==> src/rtl/doc_uart_sender_pkg.sv <==
// -----------------------------------------------------------------------------
// doc_uart_sender_pkg
//   Shared definitions for the document UART sender: document geometry,
//   the fixed characters injected into the stream, the frame length, the
//   top-level FSM state encoding and the character substitution rule.
//
//   Contents:
//     DOC_ROWS / DOC_COLS   document geometry (16 rows x 32 columns)
//     CHAR_SPACE            replacement for NUL cells
//     CHAR_CR / CHAR_LF     end-of-row sequence
//     CHAR_BAD              replacement for non-ASCII (bit 7 set) cells
//     FRAME_BITS            8N1 frame length: start + 8 data + stop
//     state_e               top-level sequencer states
//     map_char()            cell value -> transmitted byte
// -----------------------------------------------------------------------------
package doc_uart_sender_pkg;

    localparam int DOC_ROWS = 16;
    localparam int DOC_COLS = 32;

    localparam logic [7:0] CHAR_SPACE = 8'h20;
    localparam logic [7:0] CHAR_CR    = 8'h0D;
    localparam logic [7:0] CHAR_LF    = 8'h0A;
    localparam logic [7:0] CHAR_BAD   = 8'h3F;

    localparam int FRAME_BITS = 10;

    typedef enum logic [2:0] {
        ST_IDLE    = 3'd0,
        ST_FETCH   = 3'd1,
        ST_TX_CHAR = 3'd2,
        ST_TX_CR   = 3'd3,
        ST_TX_LF   = 3'd4,
        ST_DONE    = 3'd5
    } state_e;

    // Empty cells print as blanks so the terminal keeps its column alignment;
    // anything outside 7-bit ASCII is shown as '?' rather than raw bytes.
    function automatic logic [7:0] map_char(input logic [7:0] c);
        logic [7:0] m;
        m = c;
        if (c == 8'h00) begin
            m = CHAR_SPACE;
        end else if (c[7]) begin
            m = CHAR_BAD;
        end
        return m;
    endfunction

endpackage

==> src/rtl/doc_uart_sender_uart_tx_byte.sv <==
// -----------------------------------------------------------------------------
// uart_tx_byte
//   Single-byte 8N1 UART transmitter. A start request while idle latches the
//   byte and emits start bit (0), eight data bits LSB first, and a stop bit
//   (1), each held for exactly BAUD_DIV clock cycles. Requests while busy
//   are ignored.
//
//   Ports:
//     clk    in   1   system clock
//     rst    in   1   synchronous active-high reset (line returns high)
//     start  in   1   launch a frame with 'data' (honoured only when idle)
//     data   in   8   byte to send, sampled on the accepting edge
//     busy   out  1   high from the first start-bit cycle to the end of stop
//     tx     out  1   serial line, idle high, registered
// -----------------------------------------------------------------------------
module uart_tx_byte
    import doc_uart_sender_pkg::*;
#(
    parameter int BAUD_DIV = 868
) (
    input  logic       clk,
    input  logic       rst,
    input  logic       start,
    input  logic [7:0] data,
    output logic       busy,
    output logic       tx
);

    localparam int              CNT_W     = (BAUD_DIV > 1) ? $clog2(BAUD_DIV) : 1;
    localparam logic [CNT_W-1:0] BAUD_LAST = CNT_W'(BAUD_DIV - 1);
    localparam logic [3:0]       BIT_LAST  = 4'(FRAME_BITS - 1);

    logic [CNT_W-1:0] baud_q;
    logic [3:0]       bit_q;     // 0 = start, 1..8 = data, 9 = stop
    logic [7:0]       shift_q;   // remaining data bits, next one in [0]
    logic             busy_q;
    logic             tx_q;

    always_ff @(posedge clk) begin
        if (rst) begin
            baud_q  <= '0;
            bit_q   <= '0;
            shift_q <= '0;
            busy_q  <= 1'b0;
            tx_q    <= 1'b1;
        end else if (!busy_q) begin
            if (start) begin
                busy_q  <= 1'b1;
                tx_q    <= 1'b0;
                shift_q <= data;
                baud_q  <= '0;
                bit_q   <= '0;
            end
        end else if (baud_q == BAUD_LAST) begin
            baud_q <= '0;
            if (bit_q == BIT_LAST) begin
                // Stop bit has been held its full period: release the line.
                busy_q <= 1'b0;
                tx_q   <= 1'b1;
                bit_q  <= '0;
            end else begin
                bit_q <= bit_q + 4'd1;
                // Leaving start or a data bit: drive the next data bit, or
                // the stop bit once all eight have gone out.
                if (bit_q < 4'd8) begin
                    tx_q    <= shift_q[0];
                    shift_q <= {1'b0, shift_q[7:1]};
                end else begin
                    tx_q <= 1'b1;
                end
            end
        end else begin
            baud_q <= baud_q + CNT_W'(1);
        end
    end

    assign busy = busy_q;
    assign tx   = tx_q;

endmodule

==> src/rtl/doc_uart_sender.sv <==
// -----------------------------------------------------------------------------
// doc_uart_sender
//   Dumps the whole document RAM over UART. On an accepted send pulse it
//   walks every cell in row-major order, fetching each character through the
//   document's asynchronous read port, substitutes unprintable cells, and
//   transmits it as 8N1. Every row is terminated with CR LF. A one-cycle
//   done pulse follows the final LF stop bit.
//
//   Ports:
//     clk        in   1       system clock
//     rst        in   1       synchronous active-high reset, aborts a transfer
//     send       in   1       start request (single-cycle pulse), IDLE only
//     read_data  in   8       document byte at read_addr, same-cycle valid
//     read_en    out  1       one-cycle fetch strobe per character
//     read_addr  out  ADDR_W  {0, row, col}; holds between fetches
//     busy       out  1       transfer in progress
//     done       out  1       one-cycle pulse at end of transfer
//     RsTx       out  1       UART serial out, idle high
// -----------------------------------------------------------------------------
module doc_uart_sender
    import doc_uart_sender_pkg::*;
#(
    parameter int CLK_HZ = 100_000_000,
    parameter int BAUD   = 115200,
    parameter int ROWS   = DOC_ROWS,
    parameter int COLS   = DOC_COLS,
    parameter int ADDR_W = 10
) (
    input  logic              clk,
    input  logic              rst,
    input  logic              send,
    input  logic [7:0]        read_data,
    output logic              read_en,
    output logic [ADDR_W-1:0] read_addr,
    output logic              busy,
    output logic              done,
    output logic              RsTx
);

    localparam int BAUD_DIV = CLK_HZ / BAUD;
    localparam int ROW_W    = (ROWS > 1) ? $clog2(ROWS) : 1;
    localparam int COL_W    = (COLS > 1) ? $clog2(COLS) : 1;

    localparam logic [ROW_W-1:0] ROW_LAST = ROW_W'(ROWS - 1);
    localparam logic [COL_W-1:0] COL_LAST = COL_W'(COLS - 1);

    function automatic logic [ADDR_W-1:0] addr_of(input logic [ROW_W-1:0] r,
                                                  input logic [COL_W-1:0] c);
        return ADDR_W'({r, c});
    endfunction

    state_e              state_q;
    logic [ROW_W-1:0]    row_q;
    logic [COL_W-1:0]    col_q;
    logic [7:0]          char_q;
    logic                launched_q;   // current state's frame has been started
    logic                read_en_q;
    logic [ADDR_W-1:0]   read_addr_q;
    logic                busy_q;
    logic                done_q;

    logic                tx_start;
    logic [7:0]          tx_data;
    logic                tx_busy;
    logic                tx_line;
    logic [7:0]          fetch_char;
    logic                frame_done;

    assign fetch_char = map_char(read_data);
    assign frame_done = launched_q & ~tx_busy;

    // The transmitter is started straight out of FETCH with the mapped read
    // data, so the line idles at most two cycles between back-to-back frames
    // (one cycle to notice the stop bit ended, one for the fetch).
    always_comb begin
        tx_start = 1'b0;
        tx_data  = char_q;
        case (state_q)
            ST_FETCH: begin
                tx_start = 1'b1;
                tx_data  = fetch_char;
            end
            ST_TX_CR: begin
                tx_start = ~launched_q;
                tx_data  = CHAR_CR;
            end
            ST_TX_LF: begin
                tx_start = ~launched_q;
                tx_data  = CHAR_LF;
            end
            default: begin
                tx_start = 1'b0;
            end
        endcase
    end

    always_ff @(posedge clk) begin
        if (rst) begin
            state_q     <= ST_IDLE;
            row_q       <= '0;
            col_q       <= '0;
            char_q      <= '0;
            launched_q  <= 1'b0;
            read_en_q   <= 1'b0;
            read_addr_q <= '0;
            busy_q      <= 1'b0;
            done_q      <= 1'b0;
        end else begin
            // Strobes default low; the case below re-raises them as needed.
            read_en_q <= 1'b0;
            done_q    <= 1'b0;
            if (tx_start) begin
                launched_q <= 1'b1;
            end

            case (state_q)
                ST_IDLE: begin
                    if (send) begin
                        state_q     <= ST_FETCH;
                        busy_q      <= 1'b1;
                        row_q       <= '0;
                        col_q       <= '0;
                        read_en_q   <= 1'b1;
                        read_addr_q <= '0;
                    end
                end

                ST_FETCH: begin
                    char_q  <= fetch_char;
                    state_q <= ST_TX_CHAR;
                end

                ST_TX_CHAR: begin
                    if (frame_done) begin
                        if (col_q != COL_LAST) begin
                            col_q       <= col_q + COL_W'(1);
                            state_q     <= ST_FETCH;
                            read_en_q   <= 1'b1;
                            read_addr_q <= addr_of(row_q, col_q + COL_W'(1));
                        end else begin
                            state_q    <= ST_TX_CR;
                            launched_q <= 1'b0;
                        end
                    end
                end

                ST_TX_CR: begin
                    if (frame_done) begin
                        state_q    <= ST_TX_LF;
                        launched_q <= 1'b0;
                    end
                end

                ST_TX_LF: begin
                    if (frame_done) begin
                        if (row_q != ROW_LAST) begin
                            row_q       <= row_q + ROW_W'(1);
                            col_q       <= '0;
                            state_q     <= ST_FETCH;
                            read_en_q   <= 1'b1;
                            read_addr_q <= addr_of(row_q + ROW_W'(1), '0);
                        end else begin
                            state_q <= ST_DONE;
                            busy_q  <= 1'b0;
                            done_q  <= 1'b1;
                        end
                    end
                end

                ST_DONE: begin
                    state_q <= ST_IDLE;
                end

                default: begin
                    state_q <= ST_IDLE;
                end
            endcase
        end
    end

    uart_tx_byte #(
        .BAUD_DIV (BAUD_DIV)
    ) u_tx (
        .clk   (clk),
        .rst   (rst),
        .start (tx_start),
        .data  (tx_data),
        .busy  (tx_busy),
        .tx    (tx_line)
    );

    assign read_en   = read_en_q;
    assign read_addr = read_addr_q;
    assign busy      = busy_q;
    assign done      = done_q;
    assign RsTx      = tx_line;

endmodule
==> config.mk <==
export PLATFORM = sky130hd
export DESIGN_NAME = doc_uart_sender
export DESIGN_NICKNAME = d
export VERILOG_FILES = /design/src/rtl/doc_uart_sender_pkg.sv /design/src/rtl/doc_uart_sender_uart_tx_byte.sv /design/src/rtl/doc_uart_sender.sv
export SDC_FILE = /design/constraint.sdc
export NUM_CORES = 1
export LEC_CHECK = 0
export ABC_CLOCK_PERIOD_IN_PS = 2950
export CAP_MARGIN = 20
export CORE_ASPECT_RATIO = 0.7
export CORE_UTILIZATION = 30
export CTS_CLUSTER_DIAMETER = 40
export DETAILED_ROUTE_END_ITERATION = 10
export PLACE_DENSITY = 0.55
export SYNTH_ARGS = -nofsm -noshare
export SYNTH_HDL_FRONTEND = slang
export SYNTH_SLANG_ARGS = --single-unit
==> constraint.sdc <==
create_clock -name clk -period 2.95 [get_ports clk]
set_clock_uncertainty 0.2 [all_clocks]
set_input_delay 0.59 -clock clk [delete_from_list [all_inputs] [get_ports clk]]
set_output_delay 0.59 -clock clk [all_outputs]
set_load 0.01 [all_outputs]
==> impl_metrics.ini, run 1 <==
[clocking]
clk_latency_ns = 0.30
postCtsSetupBuffers = 0
ctsResizeCount = 0
clock-sinks = 55
cts-root-buf = clkbuf_16
cts_tree = yes
holdBufCountCts = 0
clockBufferDepth = 2
cts_buffers = 5
htree_levels = 2
cts.reportedPaths.clkPinSlew_ns = 0.07

[sta]
maxSlewViolCount = 0
max_freq_ghz = 0.431
fin_setup_tns_ns = 0
hold_viol = 0
min_period_ns = 2.32
grt_setup_unrepaired = no
min_period_over_period = 0.787
timing.slew.headroom = 0.517
worstMarginPinSlew_ns = 0.722
finalSetupViolCount = 0

[place]
gp_congestion = 0.808
dp_hpwl_mm = 5.15
port-buffer-count = 23
dpl_cell_area_mm2 = 0.00328

[worst_setup_path]
r2r_cells = 4
cp.arrival_ns = 2.33
r2r_slack_ns = 0.63
crit_type = reg2reg
cp_max_fo = 18
worst_setup_path_end_kind = register
worstPathCellList = and2b_1 -> a211oi_2 -> nor2_1 -> o32ai_1
required_ns = 2.95
cp-start-kind = register
r2r-start = state_q[2]
r2r-end = u_tx.bit_q[3]
slowest_stage = dfxtp_1
max_stage_delay_ns = 0.68

[drt]
avgViaCountPerCell = 5.26
first_pass_iters = 4
routed_wl_mm = 7.32
drcViolationCount = 0
drt_iter0_drc = 245
vias = 2574
post_drt_wl_per_cell_um = 15.0
ant_nets = 0

[floorplan]
ioPinCount = 25
core_area_mm2 = 0.00929
die_area_mm2 = 0.0102
die_y_um = 84.9
die_w_um = 120
num_rows = 29
start_util = 0.317

[power]
swShare = 0.275
peakVddDrop_mv = 0.210
leakage_uw = 0.00116
p_int_uw = 1250
clkPwrFrac = 0.373
p_total_uw = 1720
seq_power_share = 0.470
p_switching_uw = 474
p_per_area_mw_per_mm2 = 500
p_comb_frac = 0.157

[final_layout]
fin_nets = 381
syn2layout_area_growth_pct = 16.9
postLayoutCellArea_mm2 = 0.00344
n_antenna_cell = 0
seqCellArea_mm2 = 0.00110
fillers = 994
multi_input_area_mm2 = 0.00170
layout_commonest_cell = dfxtp_1
final_cell_mix = dfxtp_1, a21oi_1, nor2_1
drive_above_1_share = 0.0795

[synthesis]
ys_ff_latch = 55
synth_area_mm2 = 0.00295
synthCells = 350
synth_edf_count = 0
syn_nets = 367
synth.top_cell.area_share = 0.374
synth_area_leaders = dfxtp_1, a21oi_1, a211oi_1, nor2_1, o21ai_0
ys_seq_area_frac = 0.374
synth-async-reset-ratio = 0
yosysWarnings = 0
synthFlopType = dfxtp_1
ys_types = 64
avgSynthCellArea_um2 = 8.42
synth_top_cell_by_area = dfxtp_1

[grt]
use_met3 = 0.0349
grt_start_max_net_pins = 26
use_met1 = 0.245
grt_overflow = 0
globalRoute.busiestLayer = met1
grt.total_usage = 0.153
grt_pass1_vias = 2422
antenna_found_initial = 0
grt_util_met2 = 0.195
grt_pass1_wl_mm = 12.5

[hold_path]
hp-class = reg2reg
whs_endpoint = u_tx.baud_q[9]
hold_depth = 2
min-delay-start = u_tx.baud_q[9]

[job]
cap_violations = 0

[outcome]
status = complete, no violations
==> how the worst max path moves through the flow <==
stage,slack [ns],depth (start not counted),endpoint,start
after floorplan,0.72,7,col_q[2],col_q[0]
after global placement,0.59,5,u_tx.shift_q[6],read_data[7]
after detailed placement,0.56,5,u_tx.shift_q[5],read_data[7]
after CTS,0.60,4,u_tx.bit_q[3],state_q[2]
after global routing,0.36,4,u_tx.bit_q[3],state_q[2]
final,0.63,4,u_tx.bit_q[3],state_q[2]
==> cell usage after synthesis (all sizes together), types with 4 or more instances <==
library cell and count:
a211oi 17, a21oi 35, a311oi 4, and3 4
buf 13, clkbuf 13, dfxtp 55, ha 6
inv 7, mux2i 5, nand2 18, nand2b 8
nand3 13, nand3b 5, nand4 5, nor2 32
nor2b 5, nor3 8, o211ai 9, o21ai 21
or2 4, xnor2 5
==> stage by stage <==
| step | instances | utilization | hold slack [ns] | setup slack (ns) |
|---|---|---|---|---|
| 2_1_floorplan | 350 | - | 0.232 | 0.719 |
| 3_3_place_gp | 481 | 0.353 | 0.253 | 0.586 |
| 3_5_place_dp | 481 | 0.353 | 0.257 | 0.564 |
| 4_1_cts | 489 | 0.371 | 0.269 | 0.603 |
| 5_1_grt | 489 | 0.371 | 0.298 | 0.361 |
| 6_report | 489 | 0.371 | 0.272 | 0.629 |
==> state kept, by name (all words and copies together), names as in the netlist <==
| register | cells |
|---|---|
| busy | 1 |
| char_q | 7 |
| col_q | 5 |
| done | 1 |
| launched_q | 1 |
| read_addr | 9 |
| read_en | 1 |
| row_q | 4 |
| state_q | 3 |
| u_tx.baud_q | 10 |
| u_tx.bit_q | 4 |
| u_tx.busy | 1 |
| u_tx.shift_q | 7 |
| u_tx.tx | 1 |
==> per-layer routing <==
metal	vias to the layer above	wire [um]
met4	0	91
met1	1168	4160
met5	-	0
li1	1333	-
met3	8	447
met2	65	2620
==> cell type report <==
cell class | instances | share of cell area
flip-flops and latches | 55 | 0.320
clock buffers | 7 | 0.0443
multi-input cells | 262 | 0.492
repair buffers | 33 | 0.0887
clock inverters | 1 | 0.00218
inverters | 7 | 0.00763
well taps | 124 | 0.0451
==> cell families after synthesis <==
kind of cell	share of synthesized area
flops	0.374
fa+ha+maj	0.0255
other cells	0.00127
compound gates	0.284
simple gates	0.230
mux	0.0170
buf+inv	0.0510
xor+xnor	0.0178
==> worst max-delay path, delay by kind of cell (launching register included) <==
| family | cells | cell delay [ns] |
|---|---|---|
| and+or+nand+nor | 2 | 0.59 |
| AOI/OAI and AO/OA | 2 | 0.75 |
| DFF | 1 | 0.68 |
==> power by group through the flow <==
stage	sequential, uW	clock, uW	combinational, uW
finish	810	642	270
global route	815	686	300
CTS	810	662	270
detailed placement	827	0	269
global placement	826	0	268
floorplan	819	0	186
Note: power is estimated with default switching activity, not from simulation.
==> run 2, diff against run 1 <==
--- a/config.mk
+++ b/config.mk
@@ -5,13 +5,13 @@
 export SDC_FILE = /design/constraint.sdc
 export NUM_CORES = 1
 export LEC_CHECK = 0
-export ABC_CLOCK_PERIOD_IN_PS = 2950
+export ABC_CLOCK_PERIOD_IN_PS = 1900
 export CAP_MARGIN = 20
 export CORE_ASPECT_RATIO = 0.7
 export CORE_UTILIZATION = 30
 export CTS_CLUSTER_DIAMETER = 40
 export DETAILED_ROUTE_END_ITERATION = 10
-export PLACE_DENSITY = 0.55
+export PLACE_DENSITY = 0.57
 export SYNTH_ARGS = -nofsm -noshare
 export SYNTH_HDL_FRONTEND = slang
 export SYNTH_SLANG_ARGS = --single-unit
==> constraint.sdc (replaced) <==
create_clock -name clk -period 1.9 [get_ports clk]
set_clock_uncertainty 0.2 [all_clocks]
set_input_delay 0.38 -clock clk [delete_from_list [all_inputs] [get_ports clk]]
set_output_delay 0.38 -clock clk [all_outputs]
set_load 0.01 [all_outputs]
==> impl_metrics.ini, run 2 (synthesis gave the netlist of run 1 again) <==
[outcome]
status = complete, but fails checks
violations = negative setup slack

[clocking]
clock-sinks = 55
cts_buffers = 5
cts.reportedPaths.clkPinSlew_ns = 0.07
cts-root-buf = clkbuf_16
cts_tree = yes
htree_levels = 2
clk_latency_ns = 0.30
clockBufferDepth = 2

[place]
dp_hpwl_mm = 5.62
port-buffer-count = 23
dpl_cell_area_mm2 = 0.00372
gp_congestion = 0.845

[sta]
hold_viol = 0
min_period_over_period = 1.02
maxSlewViolCount = 0
grt_setup_unrepaired = yes
worst_hold_slack_ns = 0.262
max_freq_ghz = 0.518
finalSetupViolCount = 5
min_period_ns = 1.93
fin_ws_ns = -0.0303

[worst_setup_path]
crit_start = col_q[1]
cp_max_fo = 7
worst_setup_path_end_kind = register
r2r-start = col_q[1]
crit_type = reg2reg
cp-start-kind = register
r2r-end = col_q[3]
endpoint = col_q[3]
r2r_slack_ns = -0.03
required_ns = 1.87
cp.arrival_ns = 1.90
r2r_cells = 7

[job]
cap_violations = 0

[drt]
post_drt_wl_per_cell_um = 14.6
first_pass_iters = 4
drcViolationCount = 0
ant_nets = 0
avgViaCountPerCell = 5.34
routed_wl_mm = 7.85
vias = 2877
drt_iter0_drc = 167

[floorplan]
die_area_mm2 = 0.0102
num_rows = 29
ioPinCount = 25
die_y_um = 84.9
die_w_um = 120
core_area_mm2 = 0.00929
start_util = 0.317

[hold_path]
hp-class = reg2reg
min-delay-start = read_addr[3]
hold_depth = 2

[final_layout]
postLayoutCellArea_mm2 = 0.00399
drive_above_1_share = 0.265
top_register = u_tx.baud_q
n_antenna_cell = 0
final_cell_mix = buf_4, dfxtp_1, a21oi_1, nor2_1, clkdlybuf4s50_1
fin_nets = 431
largest_reg_flops = 10
layout_commonest_cell = buf_4
fillers = 941
postLayoutCoreUtil = 0.430
syn2layout_area_growth_pct = 35.4

[grt]
grt.total_usage = 0.157
grt_start_max_net_pins = 22
antenna_found_initial = 0
grt_pass1_vias = 2607
grt_pass1_wl_mm = 13.0
grt_overflow = 0

[power]
peakVddDrop_mv = 0.364
leakage_uw = 0.00145
p_per_area_mw_per_mm2 = 681
-- run 2: cell types whose count changed in the layout (fill, tap and decap cells not counted), sizes merged --
cell           change
clkinvlp           -1
dlymetal6s2s       +1
clkinv             +1
buf               +50
clkdlybuf4s50      -1
-- run 2: metal layers --
| layer | up-vias | wire length (um) | global-route usage |
|---|---|---|---|
| li1 | 1452 | - | - |
| met2 | 59 | 3060 | 0.216 |
| met4 | 0 | 104 | 0.0527 |
| met3 | 9 | 338 | 0.0343 |
| met1 | 1357 | 4350 | 0.238 |
| met5 | - | 0 | 0 |
-- run 2: critical path, stage by stage (launching register included) --
cell,delay [ns]
dfxtp_2,0.34
ha_4,0.15
and3_4,0.18
ha_4,0.15
or2_4,0.25
or2_4,0.28
o21ai_4,0.12
a311oi_2,0.13
-- run 2: timing repair --
item                                    in CTS  in global routing
endpoints found under the setup margin       8                 31
resized for setup                            6                 30
setup buffers                                0                  2
hold endpoints to repair                     0                  0
hold buffers                                 0                  0
gates cloned                                 0                  0
pin swaps                                    5                 13
-- run 2: cell type report --
class	count	area (um2)	area share
repair buffers	83	703	0.176
multi-input cells	262	1860	0.466
clock inverters	1	5.00	0.00125
inverters	7	26.3	0.00659
flip-flops and latches	55	1110	0.278
clock buffers	7	133	0.0332
well taps	124	155	0.0389
-- run 2: stage by stage --
stage / cells / setup WS (ns) / TNS [ns] / total power (uW)
final: 539 / -0.0303 / -0.0983 / 2720
after detailed placement: 530 / -0.211 / -1.81 / 1800
after CTS: 537 / -0.0206 / -0.0412 / 2710
after floorplan: 350 / -0.0369 / -0.292 / 1570
after global routing: 539 / -0.0804 / -0.444 / 2850
after global placement: 530 / -0.154 / -1.47 / 1790
-- run 2: how the worst min path moves through the flow --
stage	endpoint	slack, ns
floorplan	u_tx.baud_q[9]	0.23
global route	read_addr[3]	0.28
CTS	read_addr[3]	0.27
global placement	u_tx.baud_q[9]	0.25
detailed placement	read_addr[3]	0.26
finish	read_addr[3]	0.26
-- run 2: power breakdown --
| group | total [uW] | internal [uW] | switching, uW |
|---|---|---|---|
| sequential | 1250 | 1210 | 45.6 |
| clock | 913 | 489 | 424 |
| combinational | 551 | 257 | 294 |
